$ cat config.mk
export PLATFORM = sky130hd
export DESIGN_NAME = pc_sequencer
export DESIGN_NICKNAME = d
export VERILOG_FILES = /design/src/rtl/pc_sequencer.sv
export SDC_FILE = /design/constraint.sdc
export NUM_CORES = 1
export LEC_CHECK = 0
export ABC_AREA = 1
export ABC_CLOCK_PERIOD_IN_PS = 2160
export BUFFER_PORTS_ARGS = -buffer_cell sky130_fd_sc_hd__buf_2
export CAP_MARGIN = 20
export CORE_UTILIZATION = 50
export DETAILED_ROUTE_END_ITERATION = 10
export HOLD_SLACK_MARGIN = 0.05
export PLACE_DENSITY = 0.8
export SLEW_MARGIN = 40
export SYNTH_ARGS = -nofsm -noshare
export SYNTH_HDL_FRONTEND = slang
export SYNTH_SLANG_ARGS = --single-unit
$ cat constraint.sdc
create_clock -name clk -period 2.16 [get_ports clk]
set_input_delay 0.108 -clock clk [delete_from_list [all_inputs] [get_ports clk]]
set_output_delay 0.108 -clock clk [all_outputs]
set_load 0.02 [all_outputs]
$ cat src/rtl/pc_sequencer.sv
// ----------------------------------------------------------------------------
// pc_sequencer
//
// Front-end controller for the instruction-address (IA) stage. Each cycle it
// presents a 12-bit PC and a fetch enable to the IA stage. It handles
// run/halt control, sequential increment, branch redirect with a one-cycle
// flush pulse, and downstream stall back-pressure. It also counts issued
// fetches for debug.
//
// An issue is a cycle where enable_out=1 and stall=0.
//
// Ports:
//   clk           in   1      system clock; all state changes on the rising edge
//   rst           in   1      synchronous active-high reset
//   run           in   1      level; start or resume fetching
//   halt_req      in   1      level; stop fetching at the next cycle boundary
//   stall         in   1      downstream cannot accept this cycle's fetch
//   branch_valid  in   1      one-cycle pulse; redirect the PC
//   branch_target in   12     redirect address, sampled with branch_valid
//   enable_out    out  1      registered fetch request to the IA stage
//   pc_out        out  12     registered PC of the current fetch
//   flush_out     out  1      registered one-cycle flush pulse per branch
//   state_out     out  2      00 IDLE, 01 RUN, 10 HALT
//   fetch_cnt     out  CNT_W  issued-fetch count; wraps silently
// ----------------------------------------------------------------------------
module pc_sequencer #(
  parameter logic [11:0] RESET_VEC = 12'h000,
  parameter logic [11:0] PC_STEP   = 12'd1,
  parameter int          CNT_W     = 16
) (
  input  logic             clk,
  input  logic             rst,
  input  logic             run,
  input  logic             halt_req,
  input  logic             stall,
  input  logic             branch_valid,
  input  logic [11:0]      branch_target,
  output logic             enable_out,
  output logic [11:0]      pc_out,
  output logic             flush_out,
  output logic [1:0]       state_out,
  output logic [CNT_W-1:0] fetch_cnt
);

  typedef enum logic [1:0] {
    ST_IDLE = 2'b00,
    ST_RUN  = 2'b01,
    ST_HALT = 2'b10
  } state_t;

  state_t             state_r;
  state_t             state_next_s;
  logic               enable_r;
  logic               enable_next_s;
  logic [11:0]        pc_r;
  logic [11:0]        pc_next_s;
  logic               flush_r;
  logic               flush_next_s;
  logic [CNT_W-1:0]   cnt_r;
  logic [CNT_W-1:0]   cnt_next_s;
  logic               issue_s;

  // A fetch is issued when a request is outstanding and downstream accepts it.
  always_comb begin
    issue_s = enable_r & ~stall;
  end

  // Next-state and next-output decode for the run/halt sequencer.
  always_comb begin
    state_next_s  = state_r;
    enable_next_s = 1'b0;
    pc_next_s     = pc_r;
    flush_next_s  = 1'b0;
    cnt_next_s    = cnt_r;

    case (state_r)
      ST_IDLE: begin
        if (run && !halt_req) begin
          state_next_s = ST_RUN;
        end else begin
          state_next_s = ST_IDLE;
        end
      end
      ST_RUN: begin
        if (halt_req) begin
          state_next_s = ST_HALT;
        end else begin
          state_next_s = ST_RUN;
        end
      end
      ST_HALT: begin
        // Both run and halt_req high keeps the sequencer halted.
        if (run && !halt_req) begin
          state_next_s = ST_RUN;
        end else begin
          state_next_s = ST_HALT;
        end
      end
      default: begin
        state_next_s = ST_IDLE;
      end
    endcase

    // The fetch request simply mirrors being in RUN on the next cycle; a
    // stalled fetch therefore stays requested and is retried.
    if (state_next_s == ST_RUN) begin
      enable_next_s = 1'b1;
    end else begin
      enable_next_s = 1'b0;
    end

    // Branch wins over increment and over stall. An issue in the branch
    // cycle is still counted, but its increment is dropped.
    if (branch_valid) begin
      pc_next_s = branch_target;
    end else if (issue_s) begin
      pc_next_s = pc_r + PC_STEP;
    end else begin
      pc_next_s = pc_r;
    end

    if (branch_valid) begin
      flush_next_s = 1'b1;
    end else begin
      flush_next_s = 1'b0;
    end

    if (issue_s) begin
      cnt_next_s = cnt_r + {{(CNT_W-1){1'b0}}, 1'b1};
    end else begin
      cnt_next_s = cnt_r;
    end
  end

  // State and output registers; reset overrides any pending redirect.
  always_ff @(posedge clk) begin
    if (rst) begin
      state_r  <= ST_IDLE;
      enable_r <= 1'b0;
      pc_r     <= RESET_VEC;
      flush_r  <= 1'b0;
      cnt_r    <= {CNT_W{1'b0}};
    end else begin
      state_r  <= state_next_s;
      enable_r <= enable_next_s;
      pc_r     <= pc_next_s;
      flush_r  <= flush_next_s;
      cnt_r    <= cnt_next_s;
    end
  end

  assign enable_out = enable_r;
  assign pc_out     = pc_r;
  assign flush_out  = flush_r;
  assign state_out  = state_r;
  assign fetch_cnt  = cnt_r;

endmodule

# --- Yosys cells after proc, flatten, opt, wreduce, memory -nomap -nowiden ---
# Index checks and enable logic that the tools add are counted.
op_classes:
  muxes: 8
  n_reduce_logical: 4
  n_addsub: 2
  n_bitwise: 2
  eq_ne: 3
op_table:
  columns: ["cell", "n"]
  rows:
  - ["$mux 12", 2]
  - ["$add 16x1->16 const B", 1]
  - ["$add 12x1->12 const B", 1]
  - ["$pmux 2 s3", 1]
  - ["$eq 2x1->1 const B", 2]
  - ["$mux 2", 2]
  - ["$mux 1", 3]
  - ["$eq 2x2->1 const B", 1]
  - ["$logic_not 2->1", 1]
  - ["$reduce_bool 2->1", 1]
  - ["$and 1x1->1", 1]
  - ["$logic_and 1x1->1", 1]
  - ["$logic_not 1->1", 1]
  - ["$not 1->1", 1]
word_totals:
  out_inout_bits: 32
  register_bits: 32
  in_bits: 18

# --- Longest topological paths before layout ---
depth:
  ltp_word: 6
  ltp_mapped: 10

# --- Worst setup path after synthesis ---
# Ideal clock, no wire load.
synth_path:
  path_type: "flip-flop to flip-flop"
  startpoint: "register cnt_r[0] (netlist: fetch_cnt[0])"
  endpoint: "register cnt_r[14] (netlist: fetch_cnt[14])"
  path_stages_with_launch: 11
  t_required_ns: 2.047
  setup_ns: 0.113
  n_path_buf: 0
  slack_ns: 0.734
  arrival_time_ns: 1.313
  path_cell_list: "dfxtp_1 -> ha_1 -> nand2_1 -> nor2_1 -> nand2_1 -> inv_2 -> nand3_2 -> nor2_2 -> nand2_1 -> nand2_1 -> nor2_1"
synth_via:
  elab_chain_len: 1
synth_rtl:
  columns: ["item", "line_no", "rtl"]
  rows:
  - ["from (decl)", "59", "logic [CNT_W-1:0] cnt_r;"]
  - ["from (signal assigned)", "142", "cnt_r <= {CNT_W{1'b0}};"]
  - ["from (signal assigned)", "148", "cnt_r <= cnt_next_s;"]
  - ["$add 16x1->16", "129", "cnt_next_s = cnt_r + {{(CNT_W-1){1'b0}}, 1'b1};"]
# No other way between the ends.
# A chain may end at the register's enable or synchronous reset.

# --- Final worst setup path ---
# Same ends and word-level chain as after synthesis.

==> impl_metrics.env <==
export IMPL_setup_ws_ns=0.704
export IMPL_yosysSeqAreaShare_pct=37.6
export IMPL_clock_skew_final_ns=0.00452
export IMPL_postLayoutCellArea_um2=2080
export IMPL_drive_above_1_share_pct=25.3
export IMPL_cp_data_required_time_ns=2.40
export IMPL_rows=20
export IMPL_routed_wl_um=3820
export IMPL_avgSynthCellArea_um2=6.92
export IMPL_dp_worst_setup_slack_ns=0.739
export IMPL_fin_nets=323
export IMPL_avgRoutedWirePerCell_um=11.0
export IMPL_grt_pass1_wl_um=6040
export IMPL_vias=1705
export IMPL_cts_repair_resized=0
export IMPL_cts_root_buf="clkbuf_4"
export IMPL_clockBufferDepth=2
export IMPL_max_stage_delay_ns=0.42
export IMPL_finalHoldViolations=0
export IMPL_setup_violations=0
export IMPL_start_kind="flip-flop"
export IMPL_fin_tns_setup_ns=0
export IMPL_grt_ovfl_total=0
export IMPL_yosys_warnings=0
export IMPL_worstPathArrival_ns=1.70
export IMPL_grt_util_met1_pct=30.4
export IMPL_worstMarginPinSlew_ns=0.404
export IMPL_layout_common_cells="52 x nand2_1, 49 x buf_2, 32 x dfxtp_1"
export IMPL_syn_num_nets=266
export IMPL_coreArea_um2=3130
export IMPL_antenna_found_initial=0
export IMPL_die_h_um=60.3
export IMPL_grt_max_degree=19
export IMPL_grt_pass1_vias=1393
export IMPL_hold_path_class="in -> reg"
export IMPL_max_cap_violations=0
export IMPL_synth_area_um2=1700
export IMPL_cts_sinks=32
export IMPL_final_cells=348
export IMPL_num_antenna_cells=0
export IMPL_cts_hold_buf=7
export IMPL_relSlewSlack_pct=73.0
export IMPL_ir_drop_mv=0.464
export IMPL_cts_made_buffers=5
export IMPL_die_w_um=60.3
export IMPL_grt_busiest_layer="met2"
export IMPL_ys_types=28
export IMPL_cts_htree_levels=2
export IMPL_yosys_area_top_type_share_pct=37.6
export IMPL_vias_per_cell=4.90
export IMPL_final_max_slew_viol_count=0
export IMPL_drt_iter0_markers=92
export IMPL_initial_utilization_pct=54.4
export IMPL_synthCells=246
export IMPL_yosys_top_cells_area="dfxtp_1 38%, nand2_1 11%, inv_1 6.6%, a21oi_1 6.5%, nor2_1 6.2%"
export IMPL_cp_max_fo=5
export IMPL_drc=0
export IMPL_yosysTopAreaCell="dfxtp_1"
export IMPL_syn_to_final_growth_pct=22.2
export IMPL_ant_nets=0
export IMPL_clk_transition_reported_paths_ns=0.10
export IMPL_dpl_cell_area_um2=1950
export IMPL_io_pins=50
export IMPL_p_leak_nw=0.922
export IMPL_fin_crit_sh_pct=67.4
export IMPL_final_common_cell="nand2_1"
export IMPL_period_needed_ns=1.46
export IMPL_max_freq_mhz=687
export IMPL_io_buffers=49
export IMPL_cts_tree="done"
export IMPL_post_dp_hpwl_um=2710
export IMPL_rsz0062_at_grt="no"
export IMPL_grt_usage_pct=22.4
export IMPL_cp_cell_sequence="ha_1, nand2_1, nor2_1, nand2_1, inv_2, nand3_2, nor2_2, nand2_1, nand2_1, nor2_1"
export IMPL_gp_congestion=0.795
export IMPL_postCtsSetupBuffers=0
export IMPL_drt_first_pass_iters=4
export IMPL_crit_path_end_kind="flip-flop"
export IMPL_synth_seq_cells=32
export IMPL_power_density_nw_per_um2=547
export IMPL_crit_type="reg -> reg"
export IMPL_post_place_cells=333
export IMPL_grt_use_met3_pct=6.61
export IMPL_cpMaxStageDelayCell="dfxtp_1"
export IMPL_fp_dieArea_um2=3640
export IMPL_grt_use_met2_pct=33.6
export IMPL_nFillCells=299
export IMPL_hold_ws_ns=0.0599
export IMPL_status="finished clean"
export IMPL_clock_latency_ns=0.34
export IMPL_path_common_cell="nand2_1"
## Yosys cell counts
master and instances:
nand2_1 52, dfxtp_1 32, inv_1 30, nor2_1 28
a21oi_1 22, o21ai_0 17, nand3_1 16, nor2_2 6
nor3_1 5, xor2_1 5, inv_2 4, buf_6 3
nand2_2 3, nand4_1 3, buf_4 2, ha_1 2
nand3_2 2, nor2_4 2, nor3_2 2, xnor2_1 2
a211oi_1 1, a21oi_2 1, a221oi_1 1, a22o_1 1
a31oi_1 1, buf_2 1, nand3b_1 1, o21a_1 1
## path summary, 6_finish.rpt
path / end / slack (ns) / depth (start not counted) / from
setup / recovery: fetch_cnt[14] / 0.70 / 10 / fetch_cnt[0]
hold / removal: pc_out[6] / 0.06 / 3 / branch_target[6]
setup reg to reg: fetch_cnt[14] / 0.70 / 10 / fetch_cnt[0]
hold reg to reg: fetch_cnt[5] / 0.51 / 1 / fetch_cnt[5]
## logic make-up after synthesis
kind of cell | count (synthesis) | synth area share, %
DFF | 32 | 37.6
buffers and inverters | 40 | 10.7
xor gates and xnor gates | 7 | 3.60
adders and majority gates | 2 | 1.47
AOI/OAI and AO/OA | 45 | 14.3
and+or+nand+nor | 120 | 32.4
## report_power, final
group / total (W) / switching (W) / internal, W
clock network: 0.000363 / 0.000208 / 0.000155
registers: 0.000631 / 0.0000214 / 0.000609
logic: 0.000143 / 0.0000868 / 0.0000563
## metrics by stage
stage | total power (W) | util, %
2_1_floorplan | 0.000735 | -
3_5_place_dp | 0.000778 | 62.3
6_report | 0.00114 | 66.5
4_1_cts | 0.00114 | 66.5
5_1_grt | 0.00120 | 66.5
3_3_place_gp | 0.000776 | 62.3
## worst max-delay path: cells and delay by family (launching register included)
| family | cells | cell delay [ns] |
|---|---|---|
| buffers and inverters | 1 | 0.07 |
| and+or+nand+nor | 8 | 0.66 |
| adders and majority gates | 1 | 0.22 |
| DFF | 1 | 0.42 |
## routing by layer
layer,vias to the layer above,part of all wire [%]
li1,904,-
met1,746,49
met2,48,45
met3,7,5.3
met4,0,1.4
met5,-,0
## layout make-up
class	instances	area, um2	area share (%)
Multi-Input combinational cell	174	880	42.3
Sequential cell	32	641	30.8
Timing Repair Buffer	56	315	15.2
Inverter	34	128	6.14
Tap cell	44	55.1	2.65
Clock buffer	6	51.3	2.47
Clock inverter	2	10.0	0.481
## flip-flops by register name, summed over array words and instances (netlist names)
register	flops
state_out	2
pc_out	12
fetch_cnt	16
enable_out	1
flush_out	1
Note: power is estimated with default switching activity, not from simulation.
